--- config.mk ---
export PLATFORM = sky130hd
export DESIGN_NAME = md5_stream_padder
export DESIGN_NICKNAME = d
export VERILOG_FILES = /design/src/rtl/md5_stream_padder.sv
export SDC_FILE = /design/constraint.sdc
export NUM_CORES = 2
export LEC_CHECK = 0
export CAP_MARGIN = 20
export CELL_PAD_IN_SITES_DETAIL_PLACEMENT = 1
export CELL_PAD_IN_SITES_GLOBAL_PLACEMENT = 2
export CORE_ASPECT_RATIO = 1.4
export CORE_MARGIN = 5
export CORE_UTILIZATION = 34
export DETAILED_ROUTE_END_ITERATION = 8
export GPL_ROUTABILITY_DRIVEN = 0
export PLACE_DENSITY_LB_ADDON = 0.1
export SLEW_MARGIN = 25
export SYNTH_ARGS = -nofsm -noshare
export SYNTH_HDL_FRONTEND = slang
export SYNTH_SLANG_ARGS = --single-unit
--- constraint.sdc ---
create_clock -name clk -period 10.1 [get_ports clk]
set_clock_uncertainty 0.1 [all_clocks]
set_input_delay 1.515 -clock clk [delete_from_list [all_inputs] [get_ports clk]]
set_output_delay 1.515 -clock clk [all_outputs]
set_load 0.1 [all_outputs]
--- src/rtl/md5_stream_padder.sv ---
// md5_stream_padder: packs a byte stream into MD5-padded 512-bit blocks with first/last flags
module md5_stream_padder #(
  parameter int IN_BYTES = 4,
  parameter int LEN_W = 64
) (
  input  logic                         clk,
  input  logic                         reset,
  input  logic                         in_valid,
  output logic                         in_ready,
  input  logic [8*IN_BYTES-1:0]        in_data,
  input  logic [$clog2(IN_BYTES+1)-1:0] in_nbytes,
  input  logic                         in_last,
  output logic                         blk_valid,
  input  logic                         blk_ready,
  output logic [511:0]                 blk_data,
  output logic                         blk_first,
  output logic                         blk_last
);
  typedef enum logic [2:0] {ACCEPT, OUT_DATA, OUT_SPILL, OUT_FULL, OUT_FINAL} state_t;
  state_t state, state_n;
  logic [511:0] blk_q, blk_n, sh;
  logic [6:0] ptr, ptr_n, p;
  logic [LEN_W-1:0] cnt, cnt_n, cnt_add;
  logic first_q, first_n;
  logic [63:0] len;
  assign p = ptr + 7'(in_nbytes);
  assign cnt_add = cnt + LEN_W'({in_nbytes, 3'b000});
  assign sh = 512'(in_data) << {ptr, 3'b000};
  assign len = 64'(cnt);
  assign in_ready = state == ACCEPT && !reset;
  assign blk_valid = state != ACCEPT;
  assign blk_first = blk_valid && first_q;
  assign blk_last = state == OUT_FINAL;
  assign blk_data = blk_q;
  always_comb begin
    state_n = state;
    blk_n = blk_q;
    ptr_n = ptr;
    cnt_n = cnt;
    first_n = first_q;
    case (state)
      ACCEPT: if (in_valid) begin
        ptr_n = p;
        cnt_n = cnt_add;
        for (int j = 0; j < 64; j++) begin
          if (7'(j) >= ptr && 7'(j) < p) blk_n[8*j +: 8] = sh[8*j +: 8];
          else if (in_last && 7'(j) == p) blk_n[8*j +: 8] = 8'h80;
        end
        if (in_last && p <= 7'd55) blk_n[511:448] = 64'(cnt_add);
        state_n = in_last ? (p <= 7'd55 ? OUT_FINAL : p == 7'd64 ? OUT_FULL : OUT_SPILL)
                          : (p == 7'd64 ? OUT_DATA : ACCEPT);
      end
      default: if (blk_ready) begin
        first_n = 1'b0;
        case (state)
          OUT_DATA: begin
            blk_n = '0;
            ptr_n = '0;
            state_n = ACCEPT;
          end
          OUT_SPILL: begin
            blk_n = {len, 448'h0};
            state_n = OUT_FINAL;
          end
          OUT_FULL: begin
            blk_n = {len, 440'h0, 8'h80};
            state_n = OUT_FINAL;
          end
          default: begin
            blk_n = '0;
            ptr_n = '0;
            cnt_n = '0;
            first_n = 1'b1;
            state_n = ACCEPT;
          end
        endcase
      end
    endcase
  end
  always_ff @(posedge clk) begin
    if (reset) begin
      state <= ACCEPT;
      blk_q <= '0;
      ptr <= '0;
      cnt <= '0;
      first_q <= 1'b1;
    end else begin
      state <= state_n;
      blk_q <= blk_n;
      ptr <= ptr_n;
      cnt <= cnt_n;
      first_q <= first_n;
    end
  end
endmodule

---- Word level (Yosys, flattened, before mapping) ----
Cells that the tools add are included.
operators by class
  add/sub/neg operators ................... 2
  magnitude comparators ................... 129
  eq/ne operators ......................... 135
  shift-type cells ........................ 1
  muxes and demuxes ....................... 150
  bitwise gates (word level) .............. 1
  reduce and logical (&&, ||, !) cells .... 206
operator list
  cell                                                       number
  2-to-1 mux 512 bit                                         3
  2-to-1 mux 8 bit                                           128
  case mux 512 bit (2 select lines)                          1
  left shift 32 x 10 -> 512 bit                              1
  2-to-1 mux 64 bit                                          5
  == test 6 x 7 -> 1 bit, first input constant               32
  >= comparator 6 x 7 -> 1 bit, first input constant         32
  less-than comparator 6 x 7 -> 1 bit, first input constant  32
  AND reduction 3 bit                                        66
  inequality test 3 x 1 -> 1 bit, second input constant      56
  logical AND 1 bit                                          131
  == test 5 x 7 -> 1 bit, first input constant               16
  >= comparator 5 x 7 -> 1 bit, first input constant         16
  less-than comparator 5 x 7 -> 1 bit, first input constant  16
  adder 64 x 6 -> 64 bit                                     1
  == test 4 x 7 -> 1 bit, first input constant               8
  >= comparator 4 x 7 -> 1 bit, first input constant         8
  less-than comparator 4 x 7 -> 1 bit, first input constant  8
  inequality test 4 x 1 -> 1 bit, second input constant      8
  == test 3 x 7 -> 1 bit, first input constant               4
  >= comparator 3 x 7 -> 1 bit, first input constant         4
  less-than comparator 3 x 7 -> 1 bit, first input constant  4
  2-to-1 mux 7 bit                                           4
  2-to-1 mux 3 bit                                           6
  24 further kinds                                           34
word-level totals
  register bits after elaboration ......... 587
  output and inout port bits .............. 516
  logic and storage cells ................. 692

---- Logic depth before layout (Yosys ltp) ----
  depth after elaboration ................. 8
  depth in mapped cells ................... 13

---- Least setup slack after synthesis ----
OpenSTA, ideal clock, no wires.
  path kind ............................... register -> output
  start ................................... register state[2]
  end ..................................... output port blk_first
  data arrival time ....................... 3.301 ns
  data required time ...................... 8.485 ns
  slack ................................... 5.184 ns
  cell stages (with the launch flop) ...... 8
  path buffers ............................ 4
  cell sequence ........................... dfxtp_1 > clkbuf_1 > nor3_4 > inv_2 > clkbuf_1 > buf_1 > buf_1 > and2_1
between the ends
  word-level cells in the longest chain between the ends .. 2
ends and longest elaborated chain
  what                    line  text
  from (decl)             20    state_t state, state_n;
  from (signal assigned)  88    state <= state_n;
  nonzero test 3 bit      31    assign blk_valid = state != ACCEPT;
  net blk_valid           13    output logic blk_valid,
  logical AND 1 bit       32    assign blk_first = blk_valid && first_q;
  to (decl)               16    output logic blk_first,
The timed path passes the listed nets, and every way through them passes these cells.

---- Final worst setup path ----
  start ................................... input port in_nbytes[2]
  end ..................................... register blk_q[482] (netlist: blk_data[482])
between the ends
  word-level cells in the longest chain between the ends .. 7
  elaborated cells on any way between the ends .. 14
ends and longest elaborated chain
  what                                 line  text
  from (decl)                          11    input logic [$clog2(IN_BYTES+1)-1:0] in_nbytes,
  adder 7 x 3 -> 7 bit                 26    assign p = ptr + 7'(in_nbytes);
  less-than comparator 6 x 7 -> 1 bit  46    if (7'(j) >= ptr && 7'(j) < p) blk_n[8*j +: 8] = sh[8*j +: 8];
  logical AND 1 bit                    46
  2-to-1 mux 8 bit                     46
  2-to-1 mux 64 bit                    49    if (in_last && p <= 7'd55) blk_n[511:448] = 64'(cnt_add);
  2-to-1 mux 512 bit                   42    ACCEPT: if (in_valid) begin
  2-to-1 mux 512 bit                   41    case (state)
  to (signal assigned)                 89    blk_q <= blk_n;
  to (decl)                            21    logic [511:0] blk_q, blk_n, sh;
Parallel ways exist; a longest one is shown, timed or not. The select of a mux whose other input is x is not followed.
A chain may end at the register's enable or synchronous reset.

==> impl_results.md <==
* Status: completed
* RR Endpoint: blk_data[482]
* Area Overhead vs Synth at 28.7%
* Post-Syn Area per Cell at 8.41 µm²
* Vias post-DR at 33059
* Mapped Nets at 3522
* Pwr Density at 166 mW/mm²
* Final Hold Viols at 0
* Wirelength per Cell at 33.9 µm
* Max Transition Viols Final at 0
* Fraction of layout cells with a size suffix above 1 at 0.0906
* CP endpoint kind: register
* Peak VDD IR at 126 µV
* Met2 Wirelength at 80.0 mm
* Most common cell after layout, fill and taps aside: dfxtp_1
* Max Fanout on Critical Path at 41
* Area contributors post-synth: dfxtp_1 40%, a22o_1 5.1%, o21ai_0 4.8%
* Yosys top cell by area: dfxtp_1
* Slew headroom at 0.139
* Clock slew at reported path FFs at 0.06 ns
* Final-stage net count at 3938
* Met3 WL at 13.9 mm
* Critical hold path startpoint: blk_data[243]
* H-tree depth at 2
* Largest net degree at the start of global routing at 80
* CORE AREA at 0.0855 mm²
* CTS tree: yes
* Root buffer cell: clkbuf_16
* Commonest cells after routing, fill and taps aside: 579 x dfxtp_1, 544 x clkdlybuf4s50_1, 313 x nand2_1, 277 x o21ai_0, 267 x nor2_1
* Post-route ant nets at 0
* Post-synth cell types at 108
* Ys Warns at 0
* Synth top area share at 0.400
* First-pass DRT Iterations at 6
* Hold WC Path Type: register to register
* Vias in the first global route at 32840
* F_max at 170 MHz
* Clk sinks at 584
* CTS max path bufs at 3
* Synth Flop Type: dfxtp_1
* Die H at 357 µm
* Setup_tns at 0 ns
* CTS Hold Bufs at 0
* HPWL Detailed at 129 mm
* CP Capture Point: blk_data[482]
* M1 wire length at 62.9 mm
* Yosys reg bits at 584
* Tcrit/Tclk final at 0.584
* Cells on worst reg2reg path at 9
* Seq/Total Area, Yosys at 0.400
* Die Span X at 258 µm
* First-pass GRT wire length at 241 mm
* Row count at 127
* Die ar. at 0.0920 mm²
* Reg2Reg Setup Slack at 4.79 ns
* Vias/cell at 6.56
* Ys async rst share at 0
* Initial Util at 0.342
* WP data required at 10.52 ns
* Crit path launch type: input pin
* Setup WS pre-CTS at 3.64 ns
* Worst-Margin Slew at 1.28 ns
* Maxcap violations at 0
* Layout Cells excl Fill at 5039
* Placed Instances at 4923
* Post_cts resized at 0
* Kind of critical path: input pin to register
* Slowest cell on the critical path: nand2_1
* Initial DRC Count at 3545
* Setup crit start: in_nbytes[2]
* Routed WL at 171 mm
* Initial antenna violation count at 8
* Num CTS Buffers at 60
* Clk_lat worst skew at 0.67 ns
* Period minus WS final at 5.90 ns
* Post-synth EDFFs at 0
* Endpoints failing setup at 0
* Reg-to-Reg Start: ptr[2]
* Crit path largest cell delay at 0.99 ns
* Worst Path Arrival at 6.31 ns
* Syn Std Cell Area at 0.0292 mm²
* P_leak at 12.6 nW
* Number of fill cells at 9989
* CP Cell Sequence: clkdlybuf4s50_1 > ha_1 > and3_1 > o21ai_4 > nand4_1 > nand2_1 > buf_4 > o21ai_0 > a221oi_1 > a21oi_1
* Top-level I/O count at 556
* Post-CTS setup buffer count at 0
* Unrepaired setup endpoints after global routing: no
* DRC Markers at 0
* Port bufs at 555
* Gate Count Post-Synth at 3474
* Global-route usage over all layers at 0.349
* Final worst setup slack at 4.20 ns
* Grt total ovfl at 0
* Highest routed layer: met5
[registers in the layout (all words and copies together), names as in the netlist]
| register | flops |
|---|---|
| first_q | 1 |
| cnt | 61 |
| blk_data | 512 |
| ptr | 7 |
| state | 3 |
[worst max-delay path: cells and delay by family]
family / cells / cell delay (ns)
fa+ha+maj: 1 / 0.57
compound gates: 4 / 1.12
buf+inv: 2 / 1.08
simple gates: 3 / 2.00
[cell type report]
cell class,count,area [µm²],area share
timing repair buffer,625,6030,0.160
clock inverter,36,349,0.00928
multi-input combinational,2584,16400,0.435
sequential,584,11700,0.311
clock buffer,77,1670,0.0443
tap,1096,1370,0.0364
antenna,2,5.00,0.000133
inverter,35,136,0.00362
[worst min path at each step]
stage                    endpoint  slack (ns)  depth (start not counted)
floorplan                 first_q        0.33                          2
global placement    blk_data[175]        0.34                          2
detailed placement  blk_data[191]        0.35                          2
CTS                 blk_data[191]        0.36                          2
global route         blk_data[59]        0.38                          2
finish              blk_data[243]        0.36                          2
[cell usage after synthesis (18+ instances only)]
cell,count
nand4_1,79
buf_2,58
mux2i_1,40
a22oi_1,51
nand2b_1,20
o21a_1,20
a31oi_1,59
a21oi_1,207
a221oi_1,22
o21ai_0,280
or3_1,19
a21oi_2,19
clkbuf_1,169
a21o_1,38
nor4_1,41
a22o_1,170
nor2_1,271
inv_1,31
o211ai_1,25
and3_1,38
nand3_1,149
o2bb2ai_1,120
and2_1,52
a31o_2,21
mux2_2,18
nor3_1,98
o31ai_1,57
nand2_1,316
a211oi_1,28
dfxtp_1,584
a32o_1,22
[per-layer routing]
metal  GRT usage  vias up
met5           0        -
met4       0.226        6
met3      0.0722      560
met2       0.587     1933
met1       0.403    16485
li1            -    14075
[power by group]
| group | switching, mW | total [mW] | internal, mW |
|---|---|---|---|
| Combinational | 1.22 | 1.53 | 0.307 |
| Clock | 1.04 | 2.31 | 1.27 |
| Sequential | 0.0530 | 2.42 | 2.36 |
[per-stage QoR]
stage / utilization / power [mW] / cell area [µm²] / hold WS (ns)
4_1_cts: 0.439 / 6.23 / 37500 / 0.360
2_1_floorplan: - / 3.41 / 29200 / 0.332
3_5_place_dp: 0.416 / 3.95 / 35500 / 0.351
3_3_place_gp: 0.416 / 3.93 / 35600 / 0.343
6_report: 0.440 / 6.26 / 37600 / 0.360
5_1_grt: 0.440 / 6.40 / 37600 / 0.381
[cell families (layout without fill, tap and decap cells)]
family          Yosys count  after routing  synth area share
simple gates           1191           1191             0.203
xor+xnor                 14             14           0.00445
flops                   584            584             0.400
fa+ha+maj                 8              8           0.00394
other cells               0              2                 0
mux                      58             58            0.0206
buf+inv                 306            773            0.0457
compound gates         1313           1313             0.322
No activity file was read; power rests on OpenSTA's default activity.
